===== src/rtl/cpu_defs.svh =====
// Shared CPU-wide definitions: issue width and basic scalar types.
`ifndef CPU_DEFS_SVH
`define CPU_DEFS_SVH

`define ISSUE_NUM 2

typedef logic [31:0] uint32_t;

`endif


===== src/rtl/cp0_write_sched_pkg.sv =====
// Types shared by the CP0 write scheduler and its queue.
package cp0_write_sched_pkg;

  `include "cpu_defs.svh"

  // {reg[4:0], sel[2:0]}
  typedef logic [7:0] cp0_waddr_t;

  typedef struct packed {
    cp0_waddr_t addr;
    uint32_t    data;
  } cp0_wq_entry_t;

  function automatic cp0_waddr_t cp0_addr(input logic [4:0] rnum, input logic [2:0] sel);
    return {rnum, sel};
  endfunction

endpackage


===== src/rtl/cp0_wq_fifo.sv =====
// Multi-push, single-pop queue of pending CP0 writes; storage is exposed for forwarding.
module cp0_wq_fifo
  import cp0_write_sched_pkg::*;
#(
  parameter int unsigned Depth    = 4,
  parameter int unsigned IssueNum = 2,
  localparam int unsigned PtrW    = $clog2(Depth),
  localparam int unsigned CntW    = PtrW + 1
) (
  input  logic                                clk,
  input  logic                                rst,
  input  logic                                push_en_i,
  input  logic          [IssueNum-1:0]        push_valid_i,
  input  cp0_wq_entry_t [IssueNum-1:0]        push_entry_i,
  input  logic                                pop_i,
  output cp0_wq_entry_t                       head_o,
  output logic                                empty_o,
  output logic          [CntW-1:0]            count_o,
  output logic          [PtrW-1:0]            rd_ptr_o,
  output cp0_wq_entry_t [Depth-1:0]           mem_o,
  output logic          [Depth-1:0]           valid_o
);

  cp0_wq_entry_t [Depth-1:0] mem_q;
  logic [Depth-1:0]          valid_q, valid_d;
  logic [PtrW-1:0]           wr_ptr_q, wr_ptr_d;
  logic [PtrW-1:0]           rd_ptr_q, rd_ptr_d;
  logic [CntW-1:0]           count_q, count_d;
  logic [CntW-1:0]           n_enq;
  logic [IssueNum-1:0]       wen;
  logic [IssueNum-1:0][PtrW-1:0] widx;
  logic                      pop_eff;

  assign pop_eff = pop_i && (count_q != '0);

  // Valid slots are packed into consecutive entries starting at wr_ptr, slot 0 first.
  always_comb begin
    n_enq = '0;
    wen   = '0;
    widx  = '0;
    for (int s = 0; s < int'(IssueNum); s++) begin
      if (push_en_i && push_valid_i[s]) begin
        wen[s]  = 1'b1;
        widx[s] = wr_ptr_q + n_enq[PtrW-1:0];
        n_enq   = n_enq + CntW'(1);
      end
    end
  end

  always_comb begin
    wr_ptr_d = wr_ptr_q + n_enq[PtrW-1:0];
    rd_ptr_d = rd_ptr_q + PtrW'(pop_eff);
    count_d  = count_q + n_enq - CntW'(pop_eff);
    valid_d  = valid_q;
    if (pop_eff) valid_d[rd_ptr_q] = 1'b0;
    for (int s = 0; s < int'(IssueNum); s++) begin
      if (wen[s]) valid_d[widx[s]] = 1'b1;
    end
  end

  always_ff @(posedge clk) begin
    if (rst) begin
      wr_ptr_q <= '0;
      rd_ptr_q <= '0;
      count_q  <= '0;
      valid_q  <= '0;
    end else begin
      wr_ptr_q <= wr_ptr_d;
      rd_ptr_q <= rd_ptr_d;
      count_q  <= count_d;
      valid_q  <= valid_d;
    end
  end

  // Payload needs no reset; valid_q qualifies every use.
  always_ff @(posedge clk) begin
    for (int s = 0; s < int'(IssueNum); s++) begin
      if (wen[s]) mem_q[widx[s]] <= push_entry_i[s];
    end
  end

  assign head_o   = mem_q[rd_ptr_q];
  assign empty_o  = (count_q == '0);
  assign count_o  = count_q;
  assign rd_ptr_o = rd_ptr_q;
  assign mem_o    = mem_q;
  assign valid_o  = valid_q;

endmodule


===== src/rtl/cp0_write_sched.sv =====
// Buffers MM-stage CP0 writes, drains them one per cycle and forwards pending data to mfc0.
`include "cpu_defs.svh"

module cp0_write_sched
  import cp0_write_sched_pkg::*;
#(
  parameter int unsigned ISSUE_NUM = `ISSUE_NUM,
  parameter int unsigned DEPTH     = 4,
  localparam int unsigned PtrW     = $clog2(DEPTH),
  localparam int unsigned CntW     = PtrW + 1
) (
  input  logic                           clk,
  input  logic                           rst,
  input  logic    [ISSUE_NUM-1:0]        wr_valid_i,
  input  logic    [ISSUE_NUM-1:0][7:0]   wr_addr_i,
  input  uint32_t [ISSUE_NUM-1:0]        wr_data_i,
  input  logic                           flush_i,
  output logic                           stall_o,
  output logic                           cp0_we_o,
  output logic    [7:0]                  cp0_waddr_o,
  output uint32_t                        cp0_wdata_o,
  input  logic    [7:0]                  rd_addr_i,
  input  uint32_t                        rd_data_i,
  output uint32_t                        rd_data_o,
  output logic    [CntW-1:0]             count_o,
  output logic                           empty_o
);

  cp0_wq_entry_t [ISSUE_NUM-1:0] push_entry;
  cp0_wq_entry_t                 head;
  cp0_wq_entry_t [DEPTH-1:0]     q_mem;
  logic          [DEPTH-1:0]     q_valid;
  logic          [PtrW-1:0]      q_rd_ptr;
  logic          [PtrW-1:0]      fwd_idx;
  logic          [CntW-1:0]      q_count;
  logic                          q_empty;
  logic                          ready;
  logic                          accept;

  always_comb begin
    for (int s = 0; s < int'(ISSUE_NUM); s++) begin
      push_entry[s].addr = wr_addr_i[s];
      push_entry[s].data = wr_data_i[s];
    end
  end

  // Space check uses the registered count only; a same-cycle pop does not help.
  assign ready   = (int'(DEPTH) - int'(q_count)) >= int'(ISSUE_NUM);
  assign accept  = ready && !flush_i && !rst;
  assign stall_o = (|wr_valid_i) && !ready && !flush_i && !rst;

  assign cp0_we_o    = !q_empty && !rst;
  assign cp0_waddr_o = head.addr;
  assign cp0_wdata_o = head.data;
  assign count_o     = rst ? '0 : q_count;
  assign empty_o     = q_empty || rst;

  cp0_wq_fifo #(
    .Depth    (DEPTH),
    .IssueNum (ISSUE_NUM)
  ) u_fifo (
    .clk          (clk),
    .rst          (rst),
    .push_en_i    (accept),
    .push_valid_i (wr_valid_i),
    .push_entry_i (push_entry),
    .pop_i        (cp0_we_o),
    .head_o       (head),
    .empty_o      (q_empty),
    .count_o      (q_count),
    .rd_ptr_o     (q_rd_ptr),
    .mem_o        (q_mem),
    .valid_o      (q_valid)
  );

  // Scan oldest to youngest so later hits win; the popping head still counts.
  always_comb begin
    rd_data_o = rd_data_i;
    fwd_idx   = '0;
    for (int k = 0; k < int'(DEPTH); k++) begin
      fwd_idx = q_rd_ptr + PtrW'(k);
      if (q_valid[fwd_idx] && (q_mem[fwd_idx].addr == rd_addr_i)) begin
        rd_data_o = q_mem[fwd_idx].data;
      end
    end
    for (int s = 0; s < int'(ISSUE_NUM); s++) begin
      if (accept && wr_valid_i[s] && (wr_addr_i[s] == rd_addr_i)) begin
        rd_data_o = wr_data_i[s];
      end
    end
    if (rst) rd_data_o = rd_data_i;
  end

endmodule


===== config.mk =====
export PLATFORM = sky130hd
export DESIGN_NAME = cp0_write_sched
export DESIGN_NICKNAME = d
export VERILOG_FILES = /design/src/rtl/cp0_write_sched_pkg.sv /design/src/rtl/cp0_wq_fifo.sv /design/src/rtl/cp0_write_sched.sv
export VERILOG_INCLUDE_DIRS = /design/src /design/src/rtl
export SDC_FILE = /design/constraint.sdc
export NUM_CORES = 1
export LEC_CHECK = 0
export CORE_MARGIN = 4
export CORE_UTILIZATION = 60
export DETAILED_ROUTE_END_ITERATION = 12
export GPL_ROUTABILITY_DRIVEN = 0
export PLACE_DENSITY = 0.91
export RECOVER_POWER = 50
export SYNTH_ARGS = -nofsm -noshare
export SYNTH_HDL_FRONTEND = slang
export SYNTH_HIERARCHICAL = 1
export SYNTH_SLANG_ARGS = --single-unit
export TNS_END_PERCENT = 1

===== constraint.sdc =====
create_clock -name clk -period 7.7 [get_ports clk]
set_input_delay 1.925 -clock clk [delete_from_list [all_inputs] [get_ports clk]]
set_output_delay 1.925 -clock clk [all_outputs]
set_load 0.03 [all_outputs]

# --- Yosys cells after proc, flatten, opt, wreduce, memory -nomap -nowiden ---
# Cells that the tools add are included.
word_totals:
  output_inout_bits: 78
  register_bits: 171
  input_bits: 125
  word_cells: 115
classes:
  n_eq_ne: 6
  n_addsub: 10
  order_cmp: 10
  n_reduce_logical: 26
  muxes: 47
  bitwise: 4
ops:
  columns: ["cell", "n"]
  rows:
  - ["40-bit binary-select mux with 2-bit select", 4]
  - ["160-bit bitwise mux", 2]
  - ["160-bit two-way mux", 2]
  - ["40-bit two-way mux", 6]
  - ["32-bit two-way mux", 7]
  - ["40-bit demux with 2-bit select", 2]
  - ["8-bit == test", 6]
  - ["1-bit logical AND", 18]
  - ["2-bit by 3-bit < comparator with 1-bit output, second input constant", 6]
  - ["4-bit two-way mux", 3]
  - ["1-bit two-way mux", 10]
  - ["1-bit binary-select mux with 2-bit select", 4]
  - ["4-bit bitwise OR", 2]
  - ["1-bit demux with 2-bit select", 3]
  - ["2-bit by 1-bit greater-or-equal comparator with 1-bit output, second input constant", 3]
  - ["3-bit two-way mux", 2]
  - ["2-bit by 1-bit adder with 2-bit output", 2]
  - ["2-bit adder, second input constant", 2]
  - ["4-bit bitwise AND", 1]
  - ["4-bit by 3-bit greater-or-equal comparator with 1-bit output, second input constant", 1]
  - ["1-bit zero test", 4]
  - ["2-bit two-way mux", 2]
  - ["4-bit inverter", 1]
  - ["3-bit by 3-bit subtractor with 4-bit output, first input constant", 1]
  - ["9 further kinds", 9]

# --- Logic depth before layout (Yosys ltp) ---
depth:
  depth_word: 14
  ltp_mapped: 15
  depth_no_buf: 14

# --- Cells and area by module ---
# Netlist, hierarchy kept.
by_module_without_submodules:
  columns: ["module", "area_each_um2", "seq_area_each_um2", "cells_each", "n_inst"]
  rows:
  - ["cp0_wq_fifo", 9092.5, 3423.3, 631, 1]
  - ["cp0_write_sched", 6841.6, 0.0, 996, 1]

# --- Least setup slack after synthesis ---
# OpenSTA, ideal clock, no wires.
synth_path:
  path_kind: "input -> output"
  start: "input port rd_addr_i[4]"
  end: "output port rd_data_o[10]"
  n_path_buf: 4
  slack_ns: 1.182
  t_required_ns: 5.775
  arrival_ns: 4.593
  cell_stages: 10
  cell_sequence: "clkbuf_1 -> xnor2_1 -> nand3_1 -> or4_1 -> clkbuf_1 -> clkbuf_1 -> clkbuf_1 -> a311oi_1 -> a211oi_1 -> a211oi_1"
synth_via:
  elab_chain_cells: 9
  elab_cells_between_ends: 19
  classes_between: "6 x eq/ne; 7 x mux; 6 x reduce/logical"
synth_rtl:
  columns: ["item", "line_no", "source"]
  rows:
  - ["start, declared", "cp0_write_sched.sv:22", "input logic [7:0] rd_addr_i,"]
  - ["8-bit == test", "cp0_write_sched.sv:82", "if (q_valid[fwd_idx] && (q_mem[fwd_idx].addr == rd_addr_i)) begin"]
  - ["1-bit logical AND", "cp0_write_sched.sv:82", null]
  - ["32-bit two-way mux (4 in a row)", "cp0_write_sched.sv:82", null]
  - ["32-bit two-way mux", "cp0_write_sched.sv:87", "if (accept && wr_valid_i[s] && (wr_addr_i[s] == rd_addr_i)) begin"]
  - ["32-bit two-way mux (*)", "cp0_write_sched.sv:87", null]
  - ["32-bit two-way mux (*)", "cp0_write_sched.sv:91", "if (rst) rd_data_o = rd_data_i;"]
  - ["end, declared", "cp0_write_sched.sv:24", "output uint32_t rd_data_o,"]
# Mark *: on every way between the ends. The rest lies on a longest branch, timed or not.

# --- Worst setup path after layout ---
layout_path:
  start: "input port flush_i"
  end: "output port rd_data_o[10]"
layout_via:
  elab_chain_cells: 8
  elab_cells_between_ends: 10
  classes_between: "3 x mux; 7 x reduce/logical"
layout_rtl:
  columns: ["item", "line_no", "source"]
  rows:
  - ["start, declared", "cp0_write_sched.sv:17", "input logic flush_i,"]
  - ["1-bit zero test (*)", "cp0_write_sched.sv:49", "assign accept = ready && !flush_i && !rst;"]
  - ["1-bit logical AND (*) (2 in a row)", "cp0_write_sched.sv:49", null]
  - ["1-bit logical AND (2 in a row)", "cp0_write_sched.sv:87", null]
  - ["32-bit two-way mux", "cp0_write_sched.sv:87", null]
  - ["32-bit two-way mux (*)", "cp0_write_sched.sv:87", null]
  - ["32-bit two-way mux (*)", "cp0_write_sched.sv:91", null]
# Marks and branches as above.

==> results.md <==
* Outcome: complete, but fails checks
* Failing checks: capacitance limit, slew limit
* DR iter-0 viols at 1449
* Synthesized area per cell at 9.79 um2
* Largest area contributor in the netlist: dfxtp_1
* Synth Warn # at 6
* Number of synthesized register bits at 171
* Hold/Removal Path Class: register to register
* Max capacitance violation total at 6
* Fraction of layout cells with a size suffix above 1 at 0.312
* FF/Latch Area at 3430 um2
* First-pass GRT wire length at 73.5 mm
* Worst r2r dst: u_fifo/mem_o[40]
* TritonCTS buffer count at 17
* Sink Count at 171
* CP Class: primary input to primary output
* Antenna violations before repair at 3
* Vias at 14.1k
* Worst r2r path cells at 8
* Top Ports at 203
* Main area contributors after synthesis: dfxtp_1, mux2_2, mux4_2
* Crit path DAT at 5.61 ns
* Syn_nets at 1759
* Root Driver: clkbuf_16
* Grt total ovfl at 0
* CP Capture Point: rd_data_o[10]
* CTS tree: done
* Slowest cell on the critical path: or4_2
* Antenna Nets Post-Route at 0
* Commonest non-fill, non-tap cells in the layout: mux2_2, dfxtp_1, clkdlybuf4s50_1
* Max_slew headroom at -1.47
* Fin util at 0.698
* Number of global-route vias before repair at 14.1k
* Routed WL at 47.2 mm
* Yosys cell types at 72
* R2R Path Start: u_fifo/count_o[1]
* DIE AREA at 29200 um2
* Final Slew Violations at 182
* Setup TNS at 0 ns
* Fin crit period at 7.54 ns
* Clk_lat worst skew at 0.43 ns
* Final Setup Violations at 0
* Post-Syn Area at 15900 um2
* CP Buf/Inv Count at 3
* Leak at 0.00671 uW
* Pwr per Cell Area at 334 nW/um2
* Critical-path cell list: dlygate4sd3_1 -> nor2_1 -> o311ai_0 -> or4_2 -> buf_4 -> a311oi_1 -> a211oi_1 -> a211oi_1 -> buf_4
* Core area at 26100 um2
* Vias/cell at 6.82
* Post-synth top flop: dfxtp_1
* Initial core utilization at 0.611
* Resized cells post-CTS at 0
* Max Root-Sink Buffers at 2
* Total Nets Final at 1848
* Postcts setup bufs at 0
* Ys async rst share at 0
* Synth top area share at 0.215
* H-tree depth at 4
* Largest net degree at the start of global routing at 146
* Achievable Freq at 133 MHz
* Worst slew pin tran at 3.69 ns
* IO buf count at 202
* Hold_buf cts at 0
* Max rail drop VDD at 0.243 mV
* Area of the multi-input gates at 11600 um2
* WL/cell at 22.8 um
* Seq/Total Area, Yosys at 0.215
* Drt drc at 0
* Post-Synthesis Cells at 1627
* Post-DP HPWL at 30.4 mm
* Worst path required time at 5.78 ns
* Post-synth EDFFs at 0
* Area grow syn2layout at 14.1%
* DR pass1 iterations at 6
* CP max FO at 56
* GRT Util Overall at 0.310
* Setup crit start: flush_i
* Die X at 171 um
* Rows at 59
* Reg2reg setup slack at 1.51 ns
* Commonest non-fill, non-tap cell in the layout: mux2_2
* Crit end category: primary output
* Chip height at 171 um
* Fin. Hold Viols at 0
* Fill cell count at 1840
* CP Depth at 9
* Setup skew after layout at 0.0106 ns
* RSZ-0062 raised after global routing: no
* Clock slew at reported path FFs at 0.06 ns
* Worst path max stage delay at 0.90 ns
* Delay-heaviest family, CP: compound AO/OA/AOI/OAI gates
* Startpoint types: primary input
* Fin crit share at 0.979
==> state kept, by name, summed over array words and instances, names as in the netlist <==
| name | flops |
|---|---|
| u_fifo/count_o | 3 |
| u_fifo/rd_ptr_o | 2 |
| u_fifo/valid_o | 4 |
| u_fifo/mem_o | 160 |
| u_fifo/wr_ptr_q | 2 |
==> per-layer routing <==
metal  part of all wire  global-route usage
met5            0.00085                   0
met4              0.044               0.155
met3              0.091              0.0700
met2               0.48               0.513
met1               0.39               0.381
==> worst min path at each step <==
stage,cells past startpoint,endpoint,start
floorplan,2,u_fifo/valid_o[0],u_fifo/valid_o[0]
global placement,2,u_fifo/valid_o[0],u_fifo/valid_o[0]
detailed placement,2,u_fifo/valid_o[1],u_fifo/valid_o[1]
CTS,2,u_fifo/valid_o[1],u_fifo/valid_o[1]
global route,2,u_fifo/valid_o[0],u_fifo/valid_o[0]
finish,2,u_fifo/valid_o[1],u_fifo/valid_o[1]
==> worst reg2reg max path: cells and delay by family (launching register included) <==
family	cells	cell delay, ns
xor+xnor	1	0.15
buf+inv	2	0.56
fa+ha+maj	1	0.20
flops	1	0.47
simple gates	2	2.93
mux	1	0.54
compound gates	1	1.23
==> metrics by stage <==
step	hold WS, ns	setup slack, ns	total power, uW	cells	area (um2)
finish	0.526	0.163	6070	2065	18200
global route	0.555	0.0902	6410	2064	18200
CTS	0.518	0.350	6040	2064	18300
detailed placement	0.508	0.427	5190	2032	17700
global placement	0.502	0.507	5000	2032	17700
floorplan	0.477	1.18	4280	1627	15900
==> layout make-up <==
class / instances / share of cell area
clock inverters: 11 / 0.00475
clock buffers: 21 / 0.0259
flip-flops and latches: 171 / 0.189
repair buffers: 226 / 0.119
inverters: 14 / 0.00289
diodes: 1 / 0.000138
well taps: 335 / 0.0231
multi-input cells: 1286 / 0.635
==> logic make-up after synthesis <==
group                    after synthesis  share of synthesized area
adder cells (fa/ha/maj)                7                    0.00597
AO/OA/AOI/OAI                        358                      0.153
flip-flops                           171                      0.215
buffers and inverters                170                     0.0575
AND/OR/NAND/NOR                      328                     0.0978
multiplexers                         533                      0.436
XOR/XNOR                              60                     0.0349
==> report_power, final <==
part	internal [uW]	switching, uW
Clock	442	383
Sequential	1300	478
Combinational	1870	1590
Total	3620	2450
==> synthesized netlist by cell type (39+ instances only) <==
library cell  instances
a211oi_1             88
buf_2                43
nor2b_1              39
a21oi_1              95
dfxtp_1             171
o211ai_1             55
nand2_1              71
mux4_2               63
mux2i_1              78
mux2_4               89
nor2_1              155
mux2_2              297
clkbuf_1             66
xnor2_1              40
(Power assumes the default switching activity.)
